==> src/rtl/capture_counter_pkg.sv <==
// Shared definitions for the capture counter: count direction encodings and
// the per-channel capture action decode.
package capture_counter_pkg;

  localparam logic DIR_UP   = 1'b0;
  localparam logic DIR_DOWN = 1'b1;

  typedef enum logic [2:0] {
    CAP_IDLE,
    CAP_FIRST,
    CAP_OVERRUN,
    CAP_CLEAR,
    CAP_RESTART
  } cap_op_e;

  // A clear in the same cycle as a capture acts as clear-then-capture, so the
  // fresh sample is valid with no overrun.
  function automatic cap_op_e cap_decode(input logic cap, input logic clr, input logic vld);
    cap_op_e op;
    op = CAP_IDLE;
    if (clr && cap) begin
      op = CAP_RESTART;
    end else if (clr) begin
      op = CAP_CLEAR;
    end else if (cap) begin
      op = vld ? CAP_OVERRUN : CAP_FIRST;
    end
    return op;
  endfunction

endpackage

==> src/rtl/capture_counter_if.sv <==
// Control, counter and capture signals of the capture counter, grouped as one bus.
interface capture_counter_if #(
  parameter int WIDTH = 32,
  parameter int N_CAP = 2
);

  logic                   en;
  logic                   dir;
  logic                   load;
  logic [WIDTH-1:0]       load_val;
  logic [WIDTH-1:0]       limit;
  logic [N_CAP-1:0]       cap;
  logic [N_CAP-1:0]       cap_clr;
  logic [WIDTH-1:0]       cnt;
  logic                   wrap;
  logic [N_CAP*WIDTH-1:0] cap_val;
  logic [N_CAP-1:0]       cap_vld;
  logic [N_CAP-1:0]       cap_ovr;

  modport master (
    output en, dir, load, load_val, limit, cap, cap_clr,
    input  cnt, wrap, cap_val, cap_vld, cap_ovr
  );

  modport slave (
    input  en, dir, load, load_val, limit, cap, cap_clr,
    output cnt, wrap, cap_val, cap_vld, cap_ovr
  );

endinterface

==> src/rtl/capture_counter_cap_channel.sv <==
// One capture channel: a timestamp register with valid and sticky overrun flags.
module capture_counter_cap_channel
  import capture_counter_pkg::*;
#(
  parameter int WIDTH = 32
) (
  input  logic             clk,
  input  logic             reset,
  input  logic             cap,
  input  logic             cap_clr,
  input  logic [WIDTH-1:0] cnt,
  output logic [WIDTH-1:0] val,
  output logic             vld,
  output logic             ovr
);

  logic [WIDTH-1:0] val_q, val_d;
  logic             vld_q, vld_d;
  logic             ovr_q, ovr_d;
  cap_op_e          op;

  assign op = cap_decode(cap, cap_clr, vld_q);

  always_comb begin
    val_d = val_q;
    vld_d = vld_q;
    ovr_d = ovr_q;
    unique case (op)
      CAP_FIRST: begin
        val_d = cnt;
        vld_d = 1'b1;
      end
      // Newest sample replaces the unread one; the loss is recorded in ovr.
      CAP_OVERRUN: begin
        val_d = cnt;
        ovr_d = 1'b1;
      end
      CAP_CLEAR: begin
        vld_d = 1'b0;
        ovr_d = 1'b0;
      end
      CAP_RESTART: begin
        val_d = cnt;
        vld_d = 1'b1;
        ovr_d = 1'b0;
      end
      default: begin
        val_d = val_q;
      end
    endcase
  end

  always_ff @(posedge clk) begin
    if (reset) begin
      val_q <= '0;
      vld_q <= 1'b0;
      ovr_q <= 1'b0;
    end else begin
      val_q <= val_d;
      vld_q <= vld_d;
      ovr_q <= ovr_d;
    end
  end

  assign val = val_q;
  assign vld = vld_q;
  assign ovr = ovr_q;

endmodule

==> src/rtl/capture_counter.sv <==
// Up/down cycle counter with runtime wrap limit, parallel load and N_CAP
// independent timestamp capture channels.
module capture_counter
  import capture_counter_pkg::*;
#(
  parameter int WIDTH = 32,
  parameter int N_CAP = 2
) (
  input  logic              clk,
  input  logic              reset,
  capture_counter_if.slave  bus
);

  logic [WIDTH-1:0]       cnt_q, cnt_d;
  logic                   wrap_q, wrap_d;
  logic [N_CAP*WIDTH-1:0] cap_val_w;
  logic [N_CAP-1:0]       cap_vld_w;
  logic [N_CAP-1:0]       cap_ovr_w;

  // Wrap is decided by comparison against limit before any arithmetic, so an
  // all-ones limit behaves as a plain modulo counter with no overflow path.
  always_comb begin
    cnt_d  = cnt_q;
    wrap_d = 1'b0;
    if (bus.load) begin
      cnt_d = bus.load_val;
    end else if (bus.en) begin
      case (bus.dir)
        DIR_UP: begin
          if (cnt_q >= bus.limit) begin
            cnt_d  = '0;
            wrap_d = 1'b1;
          end else begin
            cnt_d = cnt_q + WIDTH'(1);
          end
        end
        DIR_DOWN: begin
          if (cnt_q == '0) begin
            cnt_d  = bus.limit;
            wrap_d = 1'b1;
          end else begin
            cnt_d = cnt_q - WIDTH'(1);
          end
        end
        default: begin
          cnt_d = cnt_q;
        end
      endcase
    end
  end

  always_ff @(posedge clk) begin
    if (reset) begin
      cnt_q  <= '0;
      wrap_q <= 1'b0;
    end else begin
      cnt_q  <= cnt_d;
      wrap_q <= wrap_d;
    end
  end

  // Channels sample the registered count, i.e. the value shown on cnt in the
  // cycle the strobe is high, independent of load/en on the same edge.
  generate
    for (genvar gi = 0; gi < N_CAP; gi++) begin : g_cap
      capture_counter_cap_channel #(
        .WIDTH (WIDTH)
      ) u_chan (
        .clk     (clk),
        .reset   (reset),
        .cap     (bus.cap[gi]),
        .cap_clr (bus.cap_clr[gi]),
        .cnt     (cnt_q),
        .val     (cap_val_w[gi*WIDTH +: WIDTH]),
        .vld     (cap_vld_w[gi]),
        .ovr     (cap_ovr_w[gi])
      );
    end
  endgenerate

  assign bus.cnt     = cnt_q;
  assign bus.wrap    = wrap_q;
  assign bus.cap_val = cap_val_w;
  assign bus.cap_vld = cap_vld_w;
  assign bus.cap_ovr = cap_ovr_w;

endmodule

==> src/flat_wrapper.sv <==
// flat-port wrapper written by rule: the top's interface ports become plain ports
module capture_counter_flat import capture_counter_pkg::*;
#(
  parameter int WIDTH = 32,
  parameter int N_CAP = 2
)
  (clk, reset, bus_en, bus_dir, bus_load, bus_load_val, bus_limit, bus_cap, bus_cap_clr, bus_cnt, bus_wrap, bus_cap_val, bus_cap_vld, bus_cap_ovr);
  capture_counter_if #(.WIDTH(WIDTH), .N_CAP(N_CAP)) bus_i ();
  input  logic clk;
  input  logic reset;
  input wire logic [$bits(bus_i.en)-1:0] bus_en;
  input wire logic [$bits(bus_i.dir)-1:0] bus_dir;
  input wire logic [$bits(bus_i.load)-1:0] bus_load;
  input wire logic [$bits(bus_i.load_val)-1:0] bus_load_val;
  input wire logic [$bits(bus_i.limit)-1:0] bus_limit;
  input wire logic [$bits(bus_i.cap)-1:0] bus_cap;
  input wire logic [$bits(bus_i.cap_clr)-1:0] bus_cap_clr;
  output wire logic [$bits(bus_i.cnt)-1:0] bus_cnt;
  output wire logic [$bits(bus_i.wrap)-1:0] bus_wrap;
  output wire logic [$bits(bus_i.cap_val)-1:0] bus_cap_val;
  output wire logic [$bits(bus_i.cap_vld)-1:0] bus_cap_vld;
  output wire logic [$bits(bus_i.cap_ovr)-1:0] bus_cap_ovr;
  assign bus_i.en = bus_en;
  assign bus_i.dir = bus_dir;
  assign bus_i.load = bus_load;
  assign bus_i.load_val = bus_load_val;
  assign bus_i.limit = bus_limit;
  assign bus_i.cap = bus_cap;
  assign bus_i.cap_clr = bus_cap_clr;
  assign bus_cnt = bus_i.cnt;
  assign bus_wrap = bus_i.wrap;
  assign bus_cap_val = bus_i.cap_val;
  assign bus_cap_vld = bus_i.cap_vld;
  assign bus_cap_ovr = bus_i.cap_ovr;
  capture_counter #(.WIDTH(WIDTH), .N_CAP(N_CAP)) u_core (.clk(clk), .reset(reset), .bus(bus_i));
endmodule
==> config.mk <==
export PLATFORM = sky130hd
export DESIGN_NAME = capture_counter_flat
export DESIGN_NICKNAME = d
export VERILOG_FILES = /design/src/rtl/capture_counter_pkg.sv /design/src/rtl/capture_counter_if.sv /design/src/rtl/capture_counter_cap_channel.sv /design/src/rtl/capture_counter.sv /design/src/flat_wrapper.sv
export SDC_FILE = /design/constraint.sdc
export NUM_CORES = 1
export LEC_CHECK = 0
export CORE_UTILIZATION = 53
export CTS_CLUSTER_DIAMETER = 120
export DETAILED_ROUTE_END_ITERATION = 10
export PLACE_DENSITY = 0.9
export SYNTH_ARGS = -nofsm -noshare
export SYNTH_HDL_FRONTEND = slang
export SYNTH_SLANG_ARGS = --single-unit
==> constraint.sdc <==
create_clock -name clk -period 5.7 [get_ports clk]
set_input_delay 1.14 -clock clk [delete_from_list [all_inputs] [get_ports clk]]
set_output_delay 1.14 -clock clk [all_outputs]
set_load 0.03 [all_outputs]
==> metrics, run 1 <==
status=finished clean; remaining global-route overflow=0; worst r2r path cells=7; power density cells=230.8 mW/mm2; r2r startpoint=u_core.bus.cnt[11]$_SDFFE_PP0P_; Final setup viols=0; #FFs+latches synth=101; initial antenna violation count=0; Syn Std Cell Area=0.006516 mm2; Clk Latency, worst-skew pair=350 ps; I/O pin cnt=174; WL/cell=18.77 um; CP Max Fanout=24; Initial Util=54.25%; Arr. time, crit path=4360 ps; Yosys warnings=0; Peak Freq=242.9 MHz; max-slew violation count=0; synthesis-to-finish area growth=29.09%; most common cell after layout, fill and taps aside=clkdlybuf4s50_1; Yosys cell types=59; CTS resizes=0; Post-synth EDFFs=0; vias in the first global route=6498; num rows=40; Diodes inserted=0; worst vdd ir=0.1587 mV; starting DRC count in detailed routing=744; Worst Tran Pin Value=1102 ps; count of port buffers added during placement=173; clk slew on worst S/H paths=60 ps; GR Util All Layers=31.47%; Startpoint Class=input pin; GPL Wtd Cong=0.9077; dominant synthesized flop cell=dfxtp_1; area post-placement=0.008129 mm2; first-pass GRT wire length=32220 um; Avg Inst Size Synth=7.823 um2; ys async rst share=0%; GRT met2 Usage=50.82%; busiest layer in global routing=met2; Nets=1053; HP Start=u_core.g_cap[1].u_chan.val[19]$_SDFFE_PP0P_; DRC=0; total number of vias=6888; Worst Setup Path Type=in -> reg; drt first pass iters=6; setup_tns=0 ps; Routed WL=20570 um; Rel. slew slack=26.55%; Hold-fix buffers, CTS=0; Worst Hold Depth=2; M1 GR Usage=40.30%; vias per cell=6.285; Die X=112.9 um; H-tree Lvls=3; root buffer cell=clkbuf_16; P_leak=3.365 nW; endpoints failing hold=0; largest net degree at the start of global routing=66; Post-CTS Setup Inserts=0; die footprint=0.01274 mm2; Clock Path Buffers=2; clk sinks=101; RSZ-0062 raised after global routing=no; Post-DRT Antenna Nets=0; Final period util=72.23%; ratio of cells with drive above 1 in the final layout=3.372%; Filler cells=936; Seq/Total Area, Yosys=31.03%; core box area=0.01201 mm2; Final Skew=10.30 ps; Gate Count Post-Synth=833; die height=112.9 um; maxcap violations=0; CP startpoint=bus_limit[30]; commonest cells after routing, fill and taps aside=clkdlybuf4s50_1 (170), nor2_1 (105), dfxtp_1 (101); HPWL after detailed placement=13740 um; Critical Path End Type=register; Num CTS Buffers=9; GRT met3 Usage=7.820%; post-route cell area=0.008412 mm2; Hold Path Class=reg -> reg; post-layout min period=4117 ps; syn nets=941; TritonCTS clock tree=yes; CP required=5950 ps
metrics by stage:
step	setup WS (ps)	instances	hold slack (ps)	total power, mW	utilization [%]
global route	1468	1096	526.7	2.019	70.03
CTS	1721	1096	499.0	1.936	70.03
global placement	1495	1081	472.8	1.323	67.68
detailed placement	1416	1081	481.3	1.336	67.68
finish	1583	1096	491.9	1.941	70.03
floorplan	2391	833	480.0	1.137	-
final timing paths:
path	to	slack (ps)
hold reg to reg	u_core.g_cap[1].u_chan.val[19]$_SDFFE_PP0P_	490
hold / removal	u_core.g_cap[1].u_chan.val[19]$_SDFFE_PP0P_	490
setup reg to reg	u_core.bus.cnt[24]$_SDFFE_PP0P_	2130
setup / recovery	u_core.bus.cnt[9]$_SDFFE_PP0P_	1580
report_power, final:
| group | switching, mW | internal, mW |
|---|---|---|
| combinational | 0.281 | 0.229 |
| sequential | 0.0779 | 0.745 |
| clock | 0.270 | 0.338 |
| total | 0.629 | 1.31 |
critical path, cell delays in order:
cell	delay, ps
clkdlybuf4s50_1	500
inv_1	50
ha_1	310
a21oi_1	160
a21boi_0	120
a2111oi_0	360
o21ai_1	130
buf_4	240
nor3_1	840
a221oi_1	180
a221oi_1	320
routing by layer:
layer	routed length, um	part of all wire, %	vias up
li1	-	-	3189
met2	9440	46	459
met3	2227	11	56
met5	0	0	-
met4	533	2.6	0
met1	8373	41	3184
cells in the mapped netlist (16+ instances only):
cell / number / area, um2
nor3_1: 37 / 185.2
nor4_1: 19 / 118.9
nand2_1: 43 / 161.4
a21oi_1: 40 / 200.2
ha_1: 35 / 437.9
nor2_1: 105 / 394.1
mux2i_1: 64 / 640.6
a31oi_1: 16 / 100.1
inv_1: 50 / 187.7
clkbuf_1: 61 / 229.0
dfxtp_1: 101 / 2022
xnor2_1: 33 / 289.0
or3_1: 18 / 112.6
nand3_1: 17 / 85.08
o21ai_0: 47 / 235.2
registers in the layout, summed over array words and instances (netlist names):
name / count
u_core.bus.cnt: 32
u_core.bus.wrap: 1
u_core.g_cap.u_chan.val: 64
u_core.g_cap.u_chan.ovr: 2
u_core.g_cap.u_chan.vld: 2
logic make-up (layout without fill, tap and decap cells):
logic type      after synthesis  count (layout)  share of synthesized area, %
compound gates              177             177                         17.55
xor+xnor                     40              40                         5.376
fa+ha+maj                    35              35                         6.720
buf+inv                     130             246                         8.256
flops                       101             101                         31.03
mux                          64              64                         9.831
simple gates                286             286                         21.24
layout make-up:
class / instances / area, um2 / area share [%]
Sequential cell: 101 / 2022 / 24.04
Inverter: 50 / 187.7 / 2.231
Clock inverter: 4 / 50.05 / 0.5950
Multi-Input combinational cell: 602 / 3956 / 47.03
Clock buffer: 11 / 232.7 / 2.767
Timing Repair Buffer: 181 / 1779 / 21.15
Tap cell: 147 / 183.9 / 2.187
Power figures use the tool's default switching activity.
==> run 2, diff against run 1 <==
--- a/config.mk
+++ b/config.mk
@@ -5,10 +5,10 @@
 export SDC_FILE = /design/constraint.sdc
 export NUM_CORES = 1
 export LEC_CHECK = 0
-export CORE_UTILIZATION = 53
+export CORE_UTILIZATION = 45
 export CTS_CLUSTER_DIAMETER = 120
 export DETAILED_ROUTE_END_ITERATION = 10
-export PLACE_DENSITY = 0.9
+export PLACE_DENSITY = 0.82
 export SYNTH_ARGS = -nofsm -noshare
 export SYNTH_HDL_FRONTEND = slang
 export SYNTH_SLANG_ARGS = --single-unit
==> constraint.sdc (replaced) <==
create_clock -name clk -period 3.4 [get_ports clk]
set_input_delay 0.68 -clock clk [delete_from_list [all_inputs] [get_ports clk]]
set_output_delay 0.68 -clock clk [all_outputs]
set_load 0.03 [all_outputs]
==> run 2 against run 1 <==
Against the previous run:
- sequential share of layout area shrank 1.6 points
- global-route usage shrank 3.0 points
- worst setup slack lost 1600 ps
- die area grew 17%
- sequential power grew 59%
- count of clock-buffer cells in the layout shrank 1
- register-to-register slack lost 1800 ps
- critical path depth is the same
- cell count grew 9.4%
- non-clock buffer count grew 69
- worst hold slack gained 1.3 ps
- via count shrank 0.62%
- largest cell class unchanged
- largest power group unchanged
- highest routed layer unchanged
==> metrics, run 2 (same netlist as run 1, synthesis figures left out) <==
Critical Path End Type=register; largest net degree at the start of global routing=103; count of port buffers added during placement=173; r2r startpoint=u_core.bus.cnt[11]$_SDFFE_PP0P_; maxcap violations=0; met2 wire len=9634 um; clk slew on worst S/H paths=70 ps; first-pass GRT wire length=33260 um; max reg flops=64; Hold-fix buffers, CTS=0; Num CTS Buffers=9; DRC=0; Final period util=99.45%; RSZ-0062 raised after global routing=yes; Initial Util=46.58%; critical-path cell with the highest stage delay=o21ai_0; Crit path largest cell delay=540 ps; most common cell after layout, fill and taps aside=clkdlybuf4s50_1; synthesis-to-finish area growth=38.29%; num rows=43; CP Max Fanout=5; Die X=122.3 um; Diodes inserted=0; internal power=2.287 mW; total chip power=3.373 mW; register area=0.002022 mm2; final setup margin=18.80 ps; Post-DRT Antenna Nets=0; Hold Path Class=reg -> reg; worst vdd ir=0.2139 mV; worst slack, placed=-200.0 ps; Arr. time, crit path=3560 ps; die height=122.3 um; endpoints failing hold=0; met3 routed WL=1857 um; WL/cell=17.61 um; Final Skew=7.645 ps; Filler cells=1200; Startpoint Class=input pin; Clk Latency, worst-skew pair=350 ps; HP Start=u_core.g_cap[0].u_chan.val[31]$_SDFFE_PP0P_; Hold Slack=493.2 ps; most frequent CP cell=o21ai_0; ratio of cells with drive above 1 in the final layout=10.50%; Worst Tran Pin Value=1079 ps; sequential share of power=38.7%; crit-path cells=clkdlybuf4s50_1, inv_1, ha_1, nand2_1, o21ai_0, o21ai_0, a31oi_2, buf_4, o31ai_1, a221oi_1, a221oi_2; GPL Wtd Cong=0.9025; P_leak=3.721 nW; clock network power share=31.3%; area post-placement=0.008695 mm2; Routed WL=21110 um; Peak Freq=295.8 MHz; I/O pin cnt=174; Comb pwr share=30.0%; post-layout util=64.42%; Rel. slew slack=28.04%; post-layout min period=3381 ps; H-tree Lvls=3; clk sinks=101; max-slew violation count=0; Net Switching=1.086 mW; Nets=1122; root buffer cell=clkbuf_16; CP startpoint=bus_limit[19]; Crit path max-delay family=compound AO/OA/AOI/OAI gates; post-route cell area=0.009011 mm2; vias in the first global route=6558; TritonCTS clock tree=yes; initial antenna violation count=0; Worst Setup Path Type=in -> reg; vias per cell=5.709; commonest cells after routing, fill and taps aside=clkdlybuf4s50_1 (170), nor2_1 (105), dfxtp_1 (101); GR Util All Layers=28.52%; total number of vias=6845; status=finished clean; Clock Path Buffers=2; remaining global-route overflow=0; starting DRC count in detailed routing=531; Multi-input gate area=0.003978 mm2; drt first pass iters=6; Highest Signal Layer=met4; power density cells=374.3 mW/mm2; HPWL after detailed placement=15020 um; Met1 Routed Length=9150 um; core box area=0.01399 mm2; Switching Fraction=32.19%; Final setup viols=0; die footprint=0.01497 mm2; CP required=3580 ps; CP bufs+invs=3
-- run 2: final timing paths --
path | end | cells after the start | slack, ps
max | u_core.bus.cnt[10]$_SDFFE_PP0P_ | 11 | 20
min | u_core.g_cap[0].u_chan.val[31]$_SDFFE_PP0P_ | 2 | 490
max reg2reg | u_core.bus.cnt[1]$_SDFFE_PP0P_ | 8 | 320
min reg2reg | u_core.g_cap[0].u_chan.val[31]$_SDFFE_PP0P_ | 2 | 490
-- run 2: power by group through the flow --
stage	logic (mW)	registers [mW]	clock network (mW)
finish	1.01	1.31	1.06
global route	1.09	1.31	1.13
CTS	1.00	1.30	1.08
detailed placement	0.996	1.33	0
global placement	0.984	1.33	0
floorplan	0.458	1.45	0
-- run 2: metrics by stage --
step / cells / setup TNS (ps)
final: 1199 / 0
after global placement: 1183 / -1357
after floorplan: 833 / 0
after global routing: 1199 / -28.74
after detailed placement: 1183 / -2768
after CTS: 1199 / 0
-- run 2: timing repair --
| item | CTS | global route |
|---|---|---|
| endpoints found under the hold margin | 0 | 0 |
| resized for setup | 0 | 4 |
| buffers inserted | 0 | 0 |
| endpoints found under the setup margin | 0 | 17 |
-- run 2: routing by layer --
layer	global-route usage, %	up-vias
li1	-	3318
met3	6.134	29
met4	10.98	0
met2	44.73	317
met5	0	-
met1	38.05	3181
-- run 2: cell type report --
cell class | count | area share, %
Sequential cell | 101 | 22.44
Timing Repair Buffer | 250 | 25.49
Multi-Input combinational cell | 602 | 44.14
Clock buffer | 10 | 2.652
Inverter | 50 | 2.083
Clock inverter | 6 | 0.6943
Tap cell | 180 | 2.499
-- run 2: worst min-delay path: stages (launching register included) --
cell	delay, ps
dfxtp_1	330
mux2i_1	60
nor2_1	70
==> run 3, diff against run 2 <==
--- a/config.mk
+++ b/config.mk
@@ -5,10 +5,12 @@
 export SDC_FILE = /design/constraint.sdc
 export NUM_CORES = 1
 export LEC_CHECK = 0
-export CORE_UTILIZATION = 45
+export CORE_UTILIZATION = 50
 export CTS_CLUSTER_DIAMETER = 120
 export DETAILED_ROUTE_END_ITERATION = 10
-export PLACE_DENSITY = 0.82
+export GPL_ROUTABILITY_DRIVEN = 0
+export PLACE_DENSITY = 0.86
+export SLEW_MARGIN = 0
 export SYNTH_ARGS = -nofsm -noshare
 export SYNTH_HDL_FRONTEND = slang
 export SYNTH_SLANG_ARGS = --single-unit
==> constraint.sdc (replaced) <==
create_clock -name clk -period 3.3 [get_ports clk]
set_input_delay 0.66 -clock clk [delete_from_list [all_inputs] [get_ports clk]]
set_output_delay 0.66 -clock clk [all_outputs]
set_load 0.03 [all_outputs]
==> run 3 against run 2 <==
Against the previous run:
- worst setup slack improved by 62 ps
- sequential share of layout area about the same
- critical path depth increased by 1
- non-clock buffer count increased by 2
- largest cell class unchanged
==> metrics, run 3 (same netlist as run 1, synthesis figures left out) <==
status=finished clean; I/O pin cnt=174; post-route cell area=0.009016 mm2; DRC=0; Inst Count DP=1177; num rows=41; r2r setup slk=230 ps; GRT met3 Usage=7.732%; maxcap violations=0; total number of vias=7096; Crit path largest cell delay=640 ps; Hold-fix buffers, CTS=0; HPWL after detailed placement=15060 um; P_leak=3.724 nW; Worst Setup Path Type=in -> reg; busiest layer in global routing=met2; Final setup viols=0; power density cells=382.5 mW/mm2; Nets=1124; r2r endpoint=u_core.bus.cnt[24]$_SDFFE_PP0P_; Routed WL=21560 um; starting DRC count in detailed routing=744; Initial Util=51.43%; most common cell after layout, fill and taps aside=clkdlybuf4s50_1; area post-placement=0.008693 mm2; Clock Path Buffers=2; H-tree Lvls=3; die footprint=0.01349 mm2; remaining global-route overflow=0; die height=116.2 um; root buffer cell=clkbuf_16; CP required=3570 ps; post-layout min period=3219 ps; Critical Path End Type=register; most frequent CP cell=buf_4; endpoints failing hold=0; critical-path cell with the highest stage delay=or4b_2; clk sinks=101; Clk Latency, worst-skew pair=350 ps; Die X=116.2 um; CP Max Fanout=7; Critical path destination=u_core.bus.cnt[2]$_SDFFE_PP0P_; core box area=0.01267 mm2; Num CTS Buffers=9; GRT met2 Usage=52.42%; Final period util=97.54%; TritonCTS clock tree=yes; max-slew violation count=0; Rel. slew slack=29.72%; total chip power=3.448 mW; Arr. time, crit path=3490 ps; drt first pass iters=6; worst r2r path cells=7; r2r startpoint=u_core.bus.cnt[11]$_SDFFE_PP0P_; Startpoint Class=input pin; Peak Freq=310.7 MHz; Hold Slack=491.4 ps; WL/cell=18.07 um; vias per cell=5.948; Diodes inserted=0; GR Util All Layers=32.21%; largest net degree at the start of global routing=76; synthesis-to-finish area growth=38.36%; vias in the first global route=6625; M1 GR Usage=41.38%; RSZ-0062 raised after global routing=yes; max reg flops=64; crit-path cells=clkdlybuf4s50_1, inv_1, ha_1, nand2_1, o21a_1, a2bb2oi_1, a31oi_2, buf_4, buf_4, or4b_2, a21o_1, a31oi_1; first-pass GRT wire length=33800 um; clk slew on worst S/H paths=70 ps; ratio of cells with drive above 1 in the final layout=10.87%; Final Skew=9.141 ps; count of port buffers added during placement=173; commonest cells after routing, fill and taps aside=clkdlybuf4s50_1 (170), nor2_1 (105), dfxtp_1 (101); CP startpoint=bus_limit[10]; Post-DRT Antenna Nets=0; initial antenna violation count=0; worst vdd ir=0.2227 mV; Worst Tran Pin Value=1054 ps; Hold Path Class=reg -> reg; final std cells w/o fill=1193; post-layout util=71.16%
==> run 3: changes by cell type in the layout (fill, tap and decap cells not counted), sizes merged <==
cell	delta
buf	+2
clkbuf	+2
bufinv	-1
clkinvlp	-1
==> run 3: through the flow <==
stage               setup TNS, ps  worst slack, ps
finish                          0            81.29
global route               -40.82           -24.93
CTS                             0            64.32
detailed placement          -3415           -283.2
global placement            -2003           -213.1
floorplan                       0            344.2
==> run 3: layout make-up <==
class	instances	area, um2
repair buffers	252	2312
multi-input cells	602	3990
well taps	172	215.2
clock buffers	12	256.5
clock inverters	4	32.53
fillers	972	3655
flip-flops and latches	101	2022
inverters	50	187.7
==> run 3: power by group <==
part	leakage (nW)	switching (mW)	internal [mW]
clock	0.135	0.486	0.556
combinational	2.76	0.594	0.470
sequential	0.829	0.0550	1.29
==> run 3: worst min path at each step <==
stage | startpoint | to | slack (ps) | cells after the start
final | u_core.g_cap[1].u_chan.val[30]$_SDFFE_PP0P_ | u_core.g_cap[1].u_chan.val[30]$_SDFFE_PP0P_ | 490 | 2
after global routing | u_core.g_cap[1].u_chan.val[1]$_SDFFE_PP0P_ | u_core.g_cap[1].u_chan.val[1]$_SDFFE_PP0P_ | 520 | 2
after CTS | u_core.g_cap[0].u_chan.val[11]$_SDFFE_PP0P_ | u_core.g_cap[0].u_chan.val[11]$_SDFFE_PP0P_ | 500 | 2
after detailed placement | u_core.g_cap[0].u_chan.val[11]$_SDFFE_PP0P_ | u_core.g_cap[0].u_chan.val[11]$_SDFFE_PP0P_ | 480 | 2
after global placement | u_core.g_cap[1].u_chan.val[16]$_SDFFE_PP0P_ | u_core.g_cap[1].u_chan.val[16]$_SDFFE_PP0P_ | 470 | 2
after floorplan | u_core.g_cap[0].u_chan.vld$_SDFFE_PP0P_ | u_core.g_cap[0].u_chan.vld$_SDFFE_PP0P_ | 480 | 2
==> run 3: what timing repair did <==
action / in CTS / in global routing
gates resized for setup: 0 / 8
endpoints found under the hold margin: 0 / 0
setup buffers: 0 / 0
endpoints found under the setup margin: 0 / 15
==> run 3: critical path: cells and delay by family <==
family	cells	cell delay, ps
adder cells (fa/ha/maj)	1	280
AND/OR/NAND/NOR	2	730
buffers and inverters	4	910
AO/OA/AOI/OAI	5	910
==> run 3: layer usage <==
| metal | routed length (um) | share of wire (%) |
|---|---|---|
| met5 | 0 | 0 |
| met4 | 567 | 2.6 |
| met1 | 8851 | 41 |
| met3 | 2427 | 11 |
| met2 | 9714 | 45 |
